## config.mk

```make
export PLATFORM = sky130hd
export DESIGN_NAME = seq_timing_gen
export DESIGN_NICKNAME = d
export VERILOG_FILES = /design/src/rtl/seq_timing_gen.sv
export SDC_FILE = /design/constraint.sdc
export NUM_CORES = 1
export LEC_CHECK = 0
export CORE_ASPECT_RATIO = 0.7
export CORE_MARGIN = 2
export CORE_UTILIZATION = 44
export CTS_BUF_LIST = sky130_fd_sc_hd__clkbuf_8
export DETAILED_ROUTE_END_ITERATION = 8
export PLACE_DENSITY = 0.88
export SYNTH_ARGS = -nofsm -noshare
export SYNTH_HDL_FRONTEND = slang
export SYNTH_SLANG_ARGS = --single-unit
```

## constraint.sdc

```tcl
create_clock -name clk -period 4.7 [get_ports clk]
set_input_delay 0.94 -clock clk [delete_from_list [all_inputs] [get_ports clk]]
set_output_delay 0.94 -clock clk [all_outputs]
set_load 0.02 [all_outputs]
```

## src/rtl/seq_timing_gen.sv

```systemverilog
// Sequence counter and timing generator for the basic-computer control unit.
// Decodes SC into one-hot T and the latched opcode into one-hot D, with run/halt and overrun.
module seq_timing_gen #(
  parameter int SCW = 4,
  parameter int OPW = 3,
  parameter logic [(2**OPW)*SCW-1:0] LAST_T = 32'h06544555
) (
  input  logic                clk,
  input  logic                rst,
  input  logic                start,
  input  logic                halt_req,
  input  logic                ext_clr,
  input  logic                op_load,
  input  logic [OPW-1:0]      opcode,
  output logic [(2**SCW)-1:0] T,
  output logic [(2**OPW)-1:0] D,
  output logic [SCW-1:0]      sc,
  output logic                clr_o,
  output logic                inc_o,
  output logic                running,
  output logic                ovf
);

  localparam int NT = 2**SCW;
  localparam int ND = 2**OPW;

  typedef enum logic {S_HALTED = 1'b0, S_RUN = 1'b1} state_t;

  state_t         r_state;
  logic [SCW-1:0] r_sc;
  logic [OPW-1:0] r_op;
  logic           r_op_valid;
  logic           r_ovf;

  logic [SCW-1:0] w_last;
  logic           w_auto;
  logic           w_run;
  logic           w_clr;
  logic           w_inc;
  logic [NT-1:0]  w_T;
  logic [ND-1:0]  w_D;

  // A zero table entry means the opcode relies on ext_clr to end its instruction.
  assign w_last = LAST_T[r_op*SCW +: SCW];
  assign w_auto = r_op_valid && (w_last != '0) && (r_sc == w_last);
  assign w_run  = (r_state == S_RUN);
  assign w_clr  = w_run && (ext_clr || w_auto);
  assign w_inc  = w_run && !w_clr;

  always_comb begin
    w_T = '0;
    if (w_run) w_T[r_sc] = 1'b1;
  end

  always_comb begin
    w_D = '0;
    w_D[r_op] = 1'b1;
  end

  always_ff @(posedge clk) begin
    if (rst) begin
      r_state    <= S_HALTED;
      r_sc       <= '0;
      r_op       <= '0;
      r_op_valid <= 1'b0;
      r_ovf      <= 1'b0;
    end else begin
      case (r_state)
        S_HALTED: begin
          if (start) r_state <= S_RUN;
        end
        S_RUN: begin
          if (halt_req) begin
            r_state    <= S_HALTED;
            r_sc       <= '0;
            r_op_valid <= 1'b0;
          end else if (w_clr) begin
            // An op_load coinciding with the clear belongs to no instruction and is dropped.
            r_sc       <= '0;
            r_op_valid <= 1'b0;
          end else begin
            r_sc <= r_sc + SCW'(1);
            if (r_sc == {SCW{1'b1}}) r_ovf <= 1'b1;
            if (op_load) begin
              r_op       <= opcode;
              r_op_valid <= 1'b1;
            end
          end
        end
        default: r_state <= S_HALTED;
      endcase
    end
  end

  assign T       = w_T;
  assign D       = w_D;
  assign sc      = r_sc;
  assign clr_o   = w_clr;
  assign inc_o   = w_inc;
  assign running = w_run;
  assign ovf     = r_ovf;

endmodule

```

; Yosys cells after proc, flatten, opt, wreduce, memory -nomap -nowiden
; Cells that the tools add are included.
; Widths: inputs -> output; s select.
[totals]
regBits = 10
in_bits = 9
out_inout_bits = 32
word_cells = 42
[op_classes]
addsub = 1
n_lt_le_gt_ge = 4
n_eq_ne = 2
shifts = 1
n_mux = 13
bitwise_logic = 3
n_reduce_logical = 13
[ops]
columns = operator, n
row1 = $shiftx 32x6->4 const A, 1
row2 = $mux 16, 1
row3 = $mux 4, 2
row4 = $reduce_and 4->1, 2
row5 = $mux 1, 7
row6 = $logic_and 1x1->1, 6
row7 = $lt 4x5->1 const B, 1
row8 = $add 4x1->4 const B, 1
row9 = $demux 1 s4, 1
row10 = $eq 4x4->1, 1
row11 = $eq 4x4->1 const B, 1
row12 = $ge 4x1->1 const B, 1
row13 = $lt 3x4->1 const B, 1
row14 = $reduce_bool 4->1, 1
row15 = $demux 1 s3, 1
row16 = $ge 3x1->1 const B, 1
row17 = $not 1->1, 3
row18 = $reduce_bool 3->1, 1
row19 = $pmux 1 s2, 1
row20 = $reduce_and 2->1, 1
row21 = $logic_not 1->1, 1
row22 = $logic_or 1x1->1, 1

; Longest topological paths before layout
; Gate-level depths: netlist of the first run.
[depth]
word_depth = 8
ltp_mapped = 6
depth_no_buf = 5

; Worst setup path after synthesis of the first run
; Ideal clock, no wire load.
[synth_path]
kind = register to output
start = register r_sc[0], in the netlist sc[0]
end = output inc_o
arrival_ns = 1.392
required_ns = 3.760
setup_slack_ns = 2.368
stages_incl_launch_ff = 6
cell_sequence = dfxtp_1 > a21boi_0 > o21ai_1 > a21oi_1 > nor2_1 > and2_1
[synth_between]
elab_chain_cells = 6
[synth_lines]
columns = element, line_no
row1 = "start, declared", 30  ; logic [SCW-1:0] r_sc;
row2 = "start signal, assigned", 82  ; r_sc <= r_sc + SCW'(1);
row3 = $eq 4x4->1, 45  ; assign w_auto = r_op_valid && (w_last != '0) && (r_sc == w_last);
row4 = $logic_and 1x1->1, 45
row5 = $logic_or 1x1->1, 47  ; assign w_clr = w_run && (ext_clr || w_auto);
row6 = $logic_and 1x1->1, 47
row7 = $logic_not 1->1, 48  ; assign w_inc = w_run && !w_clr;
row8 = $logic_and 1x1->1, 48
row9 = "end, declared", 19  ; output logic inc_o,
; No other way between the ends.

; Worst setup path in the final report of the first run
[layout_path]
start = input ext_clr
end = output inc_o
[layout_between]
elab_chain_cells = 4
[layout_lines]
columns = element, line_no
row1 = "start, declared", 12  ; input logic ext_clr,
row2 = $logic_or 1x1->1, 47
row3 = $logic_and 1x1->1, 47
row4 = $logic_not 1->1, 48
row5 = $logic_and 1x1->1, 48
; No other way between the ends.

==> results of run 1 <==
==> worst paths after layout <==
kind,to,from,slack (ns),depth (start not counted)
max reg2reg,sc[0]$_SDFFE_PP0P_,sc[0]$_SDFFE_PP0P_,3.00,5
max,inc_o,ext_clr,1.44,4
min reg2reg,ovf$_SDFFE_PP0P_,ovf$_SDFFE_PP0P_,0.47,1
min,ovf$_SDFFE_PP0P_,ovf$_SDFFE_PP0P_,0.47,1
==> where the power goes <==
part / switching (mW) / internal [mW] / leakage [nW]
clock: 0.0330 / 0.0736 / 0.0288
combinational: 0.0149 / 0.0177 / 0.379
sequential: 0.00467 / 0.0868 / 0.0810
total: 0.0526 / 0.178 / 0.488
==> through the flow <==
step / setup WS (ns) / hold slack, ns
3_3_place_gp: 1.450 / 0.4583
3_5_place_dp: 1.442 / 0.4593
6_report: 1.443 / 0.4686
5_1_grt: 1.376 / 0.4955
4_1_cts: 1.437 / 0.4751
2_1_floorplan: 2.368 / 0.4845
==> worst max-delay path: stages <==
cell and delay (ns):
clkdlybuf4s50_1 0.45, nor2_1 0.18, and2_1 0.14, clkdlybuf4s50_1 0.59
==> flip-flops by register name, summed over array words and instances (netlist names) <==
name and cells:
running 1, r_op_valid 1, ovf 1, r_op 3, sc 4
==> metal layers <==
layer | up-vias | routed length [µm] | share of wire (%) | GRT usage, %
met4 | 0 | 42 | 2.1 | 12.80
met5 | - | 0 | 0 | 0
li1 | 430 | - | - | -
met3 | 5 | 113 | 5.5 | 4.839
met2 | 29 | 898 | 44 | 31.55
met1 | 383 | 991 | 48 | 25.71
==> area by class of cell <==
| class | instances | share of cell area [%] |
|---|---|---|
| multi-input cells | 83 | 44.77 |
| repair buffers | 40 | 31.56 |
| flip-flops and latches | 10 | 15.78 |
| clock buffers | 4 | 4.339 |
| well taps | 21 | 2.071 |
| inverters | 5 | 1.479 |
==> logic make-up after synthesis <==
family          count (synthesis)
buf+inv                        10
compound gates                 16
mux                             4
flops                          10
fa+ha+maj                       4
simple gates                   59
==> cell usage in the layout (no fill, tap or decap), drive strengths merged, types with 4 or more instances in the layout <==
| master | n |
|---|---|
| nor2b | 6 |
| inv | 5 |
| nand2 | 11 |
| ha | 4 |
| a21oi | 5 |
| mux2i | 4 |
| clkbuf | 4 |
| nor2 | 6 |
| nand2b | 4 |
| clkdlybuf4s50 | 40 |
| and3 | 5 |
| dfxtp | 10 |
| and2 | 16 |
==> flow_metrics.py, run 1 <==
metrics = {
    "layout": {
        "final_util_pct": 76.13,
        "final_cells": 163,
        "drive_above_1_share_pct": 7.746,
        "nFillCells": 129,
        "regArea_um2": 200.2,
        "final_area_um2": 1269,
        "multi_input_area_um2": 568.0,
        "diodes": 0,
        "nets": 156,
        "area_delta_synth_final_pct": 55.52,
    },
    "synth": {
        "ys_types": 34,
        "synth_xor_area_share_pct": 0,
        "synth-seq-cells": 10,
        "synthSimpleGateAreaFrac_pct": 42.64,
        "synthTopCellsByCount": "15 x and2_1, 11 x nand2_1, 10 x dfxtp_1",
        "synth_area_leader_cell": "dfxtp_1",
        "ys_dominant_reg_cell": "dfxtp_1",
        "synthCells": 103,
        "synth.area.mux_share_pct": 4.908,
        "synth_top_family_by_area": "simple AND/OR/NAND/NOR gates",
        "synth_warnings": 0,
        "yosysMostFrequentCell": "and2_1",
        "synth_top_cell_area_share_pct": 24.54,
        "netlist_top_cells_area": "dfxtp_1 25%, and2_1 12%, ha_1 6.1%",
        "syn_nets": 116,
        "synth.cell_area_um2": 815.8,
        "synth-seq-area-share_pct": 24.54,
        "ys_async_sr_fraction_pct": 0,
        "synth-compound-area-share_pct": 15.95,
        "synth_adder_area_share_pct": 6.135,
        "avgSynthCellArea_um2": 7.920,
        "synth_edf_count": 0,
    },
    "global_route": {
        "grt_pass1_wl_mm": 3.256,
        "grt_max_degree": 18,
        "overflow": 0,
        "grtUsageTotal_pct": 20.12,
        "grt_pass1_vias": 689,
        "antenna_found_initial": 0,
    },
    "power": {
        "p_leak_nw": 0.4884,
        "powerDensity_nw_per_um2": 181.9,
        "power.total_mw": 0.2307,
        "ir_worst_vdd_v": 0.0002396,
    },
    "floorplanning": {
        "design.die.area_um2": 2220,
        "pin_count": 41,
        "die_h_um": 40.03,
        "core_um2": 1667,
        "fp-row-count": 12,
        "initial_core_util_pct": 48.95,
        "chipWidth_um": 55.47,
    },
    "clocking": {
        "cts_root_buf": "clkbuf_8",
        "cts_max_level": 1,
        "post_cts_buffers": 0,
        "hold_buffers": 0,
        "cts.reportedPaths.clkPinSlew_ns": 0.05,
        "cts_resized": 0,
        "cts_tree": "built",
        "cts.sinks": 10,
        "cts_buffers": 3,
        "clock_latency_ns": 0.23,
        "clk_path_buf_depth": 2,
    },
    "worst_setup_path": {
        "cp-end-kind": "output port",
        "required_ns": 3.76,
        "start_kind": "input port",
        "cp.arrival_ns": 2.32,
        "cp_max_fo": 3,
        "crit_type": "input port to output port",
    },
    "route": {
        "wirelength_mm": 2.046,
        "via_per_inst": 5.196,
        "route.detailed.drc": 0,
        "wire_per_inst_um": 12.55,
        "firstDrtPassIters": 4,
        "vias": 847,
        "ant_nets": 0,
        "drtIter0Drc": 19,
    },
    "sta": {
        "skew_ns": 0.001576,
        "worst_pin_slew_ns": 0.4804,
        "fin_tns_setup_ns": 0,
        "final-hold-violation-count": 0,
        "fin_crit_ns": 3.257,
        "maxSlewHeadroom_pct": 67.93,
        "setup_viol": 0,
        "fmax_mhz": 307.1,
        "slew_viol_final": 0,
        "fin_crit_sh_pct": 69.29,
        "rsz0062_at_grt": "no",
    },
    "run_status": {
        "status": "completed",
    },
    "run": {
        "maxCapViolCount": 0,
    },
    "placed_design": {
        "place_congestion": 0.7982,
        "io_buffers": 40,
        "placed_cell_area_um2": 1214,
        "dpl.hpwl_mm": 1.579,
        "dp_cells": 159,
    },
    "min_path": {
        "hp-class": "flip-flop to flip-flop",
    },
}
Power figures use the tool's default switching activity.
==> run 2: changes to the inputs <==
- CORE_UTILIZATION: 44 -> 41
- PLACE_DENSITY: 0.88 -> 0.83
- clock period: 4.7 -> 3.2 ns (I/O delays scaled with it)
==> run 2 against run 1 <==
Compared with the run above: worst setup slack lost 1.1 ns; routed wire length up 12%; largest cell class unchanged; clock skew up 0.0013 ns; via count decreased by 0.47%; global-route usage rose by 0.98 points; sequential cell count stayed put; sequential power increased by 43%; die area rose by 6.7%; critical path type is now flip-flop to output port.
==> flow_metrics.py, run 2 (same netlist as run 1, synthesis figures left out) <==
metrics = {
    "run_status": {
        "status": "completed",
    },
    "layout": {
        "multi_input_area_um2": 568.0,
        "layout_common_cells": "40 x clkdlybuf4s50_1, 15 x and2_1, 11 x nand2_1",
        "regArea_um2": 200.2,
        "final_cells": 165,
        "area_delta_synth_final_pct": 56.60,
        "nets": 157,
        "final_common_cell": "clkdlybuf4s50_1",
        "nFillCells": 160,
        "diodes": 0,
        "largest_reg_flops": 4,
        "drive_above_1_share_pct": 8.392,
    },
    "power": {
        "ir_worst_vdd_v": 0.0002389,
        "p_leak_nw": 0.4935,
        "power.total_mw": 0.3460,
        "powerDensity_nw_per_um2": 270.9,
    },
    "route": {
        "route.detailed.drc": 0,
        "vias": 843,
        "ant_nets": 0,
        "drtIter0Drc": 24,
        "via_per_inst": 5.109,
        "firstDrtPassIters": 4,
        "wire_per_inst_um": 13.87,
        "wirelength_mm": 2.288,
    },
    "clocking": {
        "cts_resized": 0,
        "cts_buffers": 3,
        "cts_root_buf": "clkbuf_8",
        "cts_max_level": 1,
        "cts.reportedPaths.clkPinSlew_ns": 0.05,
        "cts_tree": "built",
        "hold_buffers": 0,
        "clock_latency_ns": 0.24,
        "post_cts_buffers": 0,
        "cts.sinks": 10,
        "clk_path_buf_depth": 2,
    },
    "worst_setup_path": {
        "start_kind": "flip-flop",
        "crit_type": "flip-flop to output port",
        "required_ns": 2.56,
        "cp_max_fo": 10,
        "cp-end-kind": "output port",
        "cp.arrival_ns": 2.22,
    },
    "sta": {
        "rsz0062_at_grt": "no",
        "maxSlewHeadroom_pct": 73.95,
        "whs_ns": 0.4959,
        "fin_crit_ns": 2.861,
        "slew_viol_final": 0,
        "worst_pin_slew_ns": 0.3908,
        "final-hold-violation-count": 0,
        "fmax_mhz": 349.5,
        "fin_crit_sh_pct": 89.41,
        "setup_viol": 0,
        "fin_tns_setup_ns": 0,
        "setup_ws_ns": 0.3389,
        "skew_ns": 0.002867,
    },
    "global_route": {
        "grt_pass1_wl_mm": 3.594,
        "antenna_found_initial": 0,
        "grt_max_degree": 17,
        "grt_pass1_vias": 750,
        "overflow": 0,
        "grtUsageTotal_pct": 21.09,
    },
    "placed_design": {
        "io_buffers": 40,
        "dp_slack_ns": 0.4871,
        "dp_cells": 161,
        "dpl.hpwl_mm": 1.859,
        "place_congestion": 0.7724,
    },
    "floorplanning": {
        "core_um2": 1871,
        "initial_core_util_pct": 43.61,
        "fp-row-count": 13,
        "die_h_um": 41.32,
        "pin_count": 41,
        "design.die.area_um2": 2368,
        "chipWidth_um": 57.32,
    },
    "min_path": {
        "hp-class": "flip-flop to flip-flop",
    },
    "run": {
        "maxCapViolCount": 0,
    },
}
run 2: changes by cell type in the layout (fill, tap and decap cells not counted), sizes merged:
| cell | before | now |
|---|---|---|
| buf | 0 | 1 |
run 2: area by class of cell:
cell class	instances	share of cell area (%)
Multi-Input combinational cell	83	44.47
Timing Repair Buffer	41	31.93
Sequential cell	10	15.67
Clock buffer	4	4.309
Tap cell	22	2.155
Inverter	5	1.469
run 2: worst paths after layout:
| check | depth (start not counted) | start | slack [ns] | end |
|---|---|---|---|---|
| max | 6 | sc[0]$_SDFFE_PP0P_ | 0.34 | inc_o |
| min | 1 | ovf$_SDFFE_PP0P_ | 0.50 | ovf$_SDFFE_PP0P_ |
| max reg2reg | 5 | sc[0]$_SDFFE_PP0P_ | 1.47 | sc[0]$_SDFFE_PP0P_ |
| min reg2reg | 1 | ovf$_SDFFE_PP0P_ | 0.50 | ovf$_SDFFE_PP0P_ |
run 2: worst max-delay path, stage by stage, from the launching register on:
cell             delay, ns
dfxtp_1               0.55
a21boi_0              0.15
o21ai_1               0.21
a21oi_1               0.09
nor2_1                0.21
and2_1                0.17
clkdlybuf4s50_1       0.60
run 2: power breakdown:
| part | total [mW] | internal, mW | leakage (nW) | switching [mW] |
|---|---|---|---|---|
| Clock | 0.161 | 0.108 | 0.0288 | 0.0529 |
| Combinational | 0.0538 | 0.0272 | 0.384 | 0.0266 |
| Sequential | 0.131 | 0.127 | 0.0810 | 0.00355 |
| Total | 0.346 | 0.263 | 0.494 | 0.0831 |
run 2: per-stage QoR:
stage                     cell area [µm²]  utilization (%)
after CTS                            1277            68.29
after floorplan                     815.8                -
after global routing                 1277            68.29
after detailed placement             1222            65.35
after global placement               1222            65.35
final                                1277            68.29
run 2: layer usage:
| metal | vias up | share of wire [%] | global-route usage [%] |
|---|---|---|---|
| li1 | 431 | - | - |
| met1 | 376 | 45 | 26.25 |
| met2 | 31 | 48 | 38.51 |
| met3 | 5 | 5.1 | 2.160 |
| met4 | 0 | 2.0 | 10.47 |
| met5 | - | 0 | 0 |
==> patch 1: new RTL, flow settings as in run 2 <==
Change the parameter `OPW` from 3 to 4.
--- a/src/rtl/seq_timing_gen.sv
+++ b/src/rtl/seq_timing_gen.sv
@@ -2,7 +2,7 @@
 // Decodes SC into one-hot T and the latched opcode into one-hot D, with run/halt and overrun.
 module seq_timing_gen #(
   parameter int SCW = 4,
-  parameter int OPW = 3,
+  parameter int OPW = 4,
   parameter logic [(2**OPW)*SCW-1:0] LAST_T = 32'h06544555
 ) (
   input  logic                clk,
Ports: changed (resized D and opcode); port bits go from 41 to 50. No check against the original RTL was run, so the function may have changed too.
==> patch 1 against run 2 <==
  * Clock skew is 0.73 ps higher
  * Synthesized area is 16% higher
  * Largest power group is now sequential cells
  * Wire length is 13% higher
  * Worst setup slack worse by 76 ps
  * Clock power is 12% lower
  * Worst hold slack better by 5.6 ps
  * Total power is 4.6% higher
  * Sequential power is 12% higher
  * Global-route usage is 0.16 points lower
  * Highest routed layer unchanged
  * Sequential share of layout area is 0.83 points lower
  * Sequential cell count is 1 higher
  * Via count is 21% higher
  * Critical endpoint unchanged
  * Combinational power is 36% higher
  * Cell area is 16% higher
==> patch 1: results (changes against run 2) <==
\begin{tabular}{lr}
\hline
Metric & Value \\
\hline
\multicolumn{2}{l}{\textbf{Run status}} \\
\quad Result of the run & finished clean \\
\multicolumn{2}{l}{\textbf{Global route}} \\
\quad First-pass GRT wire length & 4290 um (+19\%) \\
\quad M2 GR Usage & 0.362 (-0.0234) \\
\quad Global-route met3 utilization & 0.0643 (+0.0427) \\
\quad Total global-route track usage & 0.209 (-0.00164) \\
\quad GR Util met1 & 0.260 (-0.00269) \\
\quad Via count of the first global-routing pass & 949 (+27\%) \\
\multicolumn{2}{l}{\textbf{Route}} \\
\quad Average vias per placed instance & 5.07 (-0.78\%) \\
\quad Average wire per cell in the routed design & 12.8 um (-7.6\%) \\
\quad Total routed wire length on the met1 layer & 1140 um (+12\%) \\
\quad Met2 wire length & 1250 um (+13\%) \\
\quad Met3 layer wire length in the routed design & 181 um (+55\%) \\
\multicolumn{2}{l}{\textbf{Placement}} \\
\quad HPWL after detailed placement & 2050 um (+11\%) \\
\quad Weighted congestion at the end of routability-driven global placement & 0.841 (+8.9\%) \\
\quad Port Buffer Count & 49 (+23\%) \\
\multicolumn{2}{l}{\textbf{Timing}} \\
\quad Worst rel slew slack & 0.709 (-0.0309) \\
\quad Hold Slack & 501 ps (+5.59 ps) \\
\multicolumn{2}{l}{\textbf{Cells and area}} \\
\quad Layout cell share with drive strength beyond 1 & 0.0765 (-0.00745) \\
\multicolumn{2}{l}{\textbf{Worst setup path}} \\
\quad Capturing instance or port of the critical path & inc\_o \\
\quad Launch point of the worst path & r\_op[1] \\
\quad Worst-path fanout max & 12 (+2) \\
\quad Worst EP arrival & 2300 ps (+80 ps) \\
\quad Startpoint of the worst-slack reg-to-reg timing path & r\_op[3] \\
\quad Flop2flop setup slack & 1410 ps (-60 ps) \\
\quad Critical R2R Capture & r\_op[2] \\
\multicolumn{2}{l}{\textbf{Pwr}} \\
\quad Power share of the clock group & 0.391 (-0.075) \\
\quad Cell internal pwr & 0.263 mW (about the same) \\
\quad Sequential cell power & 0.147 mW (+12\%) \\
\multicolumn{2}{l}{\textbf{Synthesis}} \\
\quad Proportion of synthesized chip area in sequential cells & 0.233 (-0.0123) \\
\quad Leading post-synthesis cells by cell area & sky130\_fd\_sc\_hd\_\_dfxtp\_1 23\%, sky130\_fd\_sc\_hd\_\_and2\_1 8.6\%, sky130\_fd\_sc\_hd\_\_mux2i\_1 6.4\%, sky130\_fd\_sc\_hd\_\_nor2\_1 5.6\%, sky130\_fd\_sc\_hd\_\_ha\_1 5.3\% \\
\quad Distinct cell type count after synthesis & 36 (+5.9\%) \\
\hline
\end{tabular}
==> patch 1: changes by cell type in the layout (fill, tap and decap cells not counted), moves of 3 or more <==
cell / change
sky130_fd_sc_hd__o211ai_1: +3
sky130_fd_sc_hd__nand2b_1: +3
sky130_fd_sc_hd__nor2_1: +9
sky130_fd_sc_hd__nor3_1: +5
sky130_fd_sc_hd__o21ai_0: +3
sky130_fd_sc_hd__clkdlybuf4s50_1: +9
==> patch 1: worst register-to-register path, delay by kind of cell, from the launching register on <==
| family | cells | cell delay (ps) |
|---|---|---|
| AO/OA/AOI/OAI | 2 | 410 |
| flip-flops | 1 | 560 |
| multiplexers | 1 | 200 |
| AND/OR/NAND/NOR | 2 | 550 |
==> patch 1: cell families (layout without fill, tap and decap cells) <==
family          after synthesis  count (layout)  synth area share
fa+ha+maj                     4               4            0.0530
flops                        11              11             0.233
mux                           6               6            0.0636
simple gates                 71              71             0.421
buf+inv                      12              59            0.0675
compound gates               19              19             0.162
==> patch 1: stage by stage <==
| stage | cells | total power [mW] | setup WS [ps] |
|---|---|---|---|
| 6_report | 202 | 0.362 | 263 |
| 5_1_grt | 202 | 0.382 | 101 |
| 4_1_cts | 202 | 0.366 | 250 |
| 3_5_place_dp | 198 | 0.223 | 420 |
| 3_3_place_gp | 198 | 0.221 | 497 |
| 2_1_floorplan | 123 | 0.191 | 1070 |
==> patch 1: area by class of cell <==
class / count / area (sq um)
Fill cell: 194 / 688
Multi-Input combinational cell: 100 / 661
Timing Repair Buffer: 50 / 498
Inverter: 5 / 18.8
Tap cell: 32 / 40.0
Clock inverter: 1 / 5.00
Sequential cell: 11 / 220
Clock buffer: 3 / 41.3
==> patch 2: new RTL, settings of run 2 <==
Made on the original files. Register the output `sc` once more; this adds one clock of latency there. The other outputs are not delayed to match.
--- a/src/rtl/seq_timing_gen.sv
+++ b/src/rtl/seq_timing_gen.sv
@@ -94,7 +94,9 @@
 
   assign T       = w_T;
   assign D       = w_D;
-  assign sc      = r_sc;
+  always_ff @(posedge clk) begin
+    sc <= r_sc;
+  end
   assign clr_o   = w_clr;
   assign inc_o   = w_inc;
   assign running = w_run;
Function: changed (Yosys sat finds a counterexample within 4 cycles, from zero or initial values and one cycle with rst high).
==> patch 2 against run 2 <==
  * Cell area rose by 1.8%
  * Sequential power up 38%
  * Wire length up 2.8%
  * Sequential cell count rose by 4
  * Synthesized cell count fell by 1.9%
  * Clock power grew 7%
  * Die area grew 2.4%
  * Final cell count fell by 1.2%
  * Worst setup slack got worse by 150 ps
  * Total power rose by 17%
  * Synthesized area up 2.6%
  * Non-clock buffer count unchanged
  * Largest cell class unchanged
  * Largest power group is now sequential cells
  * Highest routed layer unchanged
==> patch 2: results (changes against run 2) <==
\begin{tabular}{lr}
\hline
Metric & Value \\
\hline
\multicolumn{2}{l}{\textbf{Cells and area}} \\
\quad Layout cell share with drive strength beyond 1 & 0.0851 (+0.00119) \\
\quad Final standard cell area without fillers & 1300 sq um (+1.8\%) \\
\quad Filler cell count & 147 (-8.1\%) \\
\multicolumn{2}{l}{\textbf{Placement}} \\
\quad Weighted congestion at the end of routability-driven global placement & 0.807 (+4.4\%) \\
\quad Cell area reported after detailed placement & 1230 sq um (+1.0\%) \\
\quad Total instance count after detailed placement & 159 (-1.2\%) \\
\multicolumn{2}{l}{\textbf{Route}} \\
\quad Met3 layer wire length in the routed design & 147 um (+26\%) \\
\quad Average wire per cell in the routed design & 14.4 um (+4.1\%) \\
\quad Number of DRC violations after detailed-routing iteration 0 & 26 (+8.3\%) \\
\multicolumn{2}{l}{\textbf{Pwr}} \\
\quad Cell internal pwr & 0.312 mW (+19\%) \\
\quad IR Drop Worst-Case VDD & 0.368 mV (+54\%) \\
\quad Portion of total power attributed to sequential cells & 0.448 (+0.070) \\
\multicolumn{2}{l}{\textbf{Timing}} \\
\quad Worst-margin pin slew & 411 ps (+20.3 ps) \\
\quad Hold Slack & 466 ps (-29.6 ps) \\
\quad Post-route worst setup slack & 185 ps (-154 ps) \\
\multicolumn{2}{l}{\textbf{Global route}} \\
\quad Via count of the first global-routing pass & 790 (+5.3\%) \\
\quad M2 GR Usage & 0.298 (-0.0873) \\
\quad Total global-route track usage & 0.204 (-0.00653) \\
\quad Global-route met3 utilization & 0.0654 (+0.0438) \\
\quad GR Util met1 & 0.290 (+0.0273) \\
\multicolumn{2}{l}{\textbf{Synthesis}} \\
\quad Number of instances in the synthesized netlist & 101 (-1.9\%) \\
\quad Ranking of synthesized cells by instance count & 14 x sky130\_fd\_sc\_hd\_\_and2\_1, 14 x sky130\_fd\_sc\_hd\_\_dfxtp\_1, 10 x sky130\_fd\_sc\_hd\_\_nor2\_1, 6 x sky130\_fd\_sc\_hd\_\_a21oi\_1, 6 x sky130\_fd\_sc\_hd\_\_nor2b\_1 \\
\quad Compound-gate portion of the synthesized area & 0.127 (-0.0325) \\
\multicolumn{2}{l}{\textbf{Worst setup path}} \\
\quad Startpoint of the worst-slack reg-to-reg timing path & r\_sc[0] \\
\quad Worst EP arrival & 2370 ps (+150 ps) \\
\multicolumn{2}{l}{\textbf{Run status}} \\
\quad Result of the run & finished clean \\
\hline
\end{tabular}
-- patch 2: cell count changes in the layout (fill, tap and decap cells not counted), moves of 2 or more --
cell and delta:
sky130_fd_sc_hd__nand2_1 -8, sky130_fd_sc_hd__nor2_1 +5, sky130_fd_sc_hd__dfxtp_1 +4, sky130_fd_sc_hd__a31oi_1 +3
sky130_fd_sc_hd__a21o_1 -2, sky130_fd_sc_hd__and3_2 +2, sky130_fd_sc_hd__and3b_1 -2, sky130_fd_sc_hd__nand3_1 +2
sky130_fd_sc_hd__nor3_1 +2, sky130_fd_sc_hd__o22ai_1 -2
-- patch 2: final cells by class --
class	instances	area share
Multi-Input combinational cell	78	0.396
Timing Repair Buffer	41	0.314
Sequential cell	14	0.216
Clock buffer	4	0.0423
Tap cell	22	0.0212
Inverter	4	0.0115
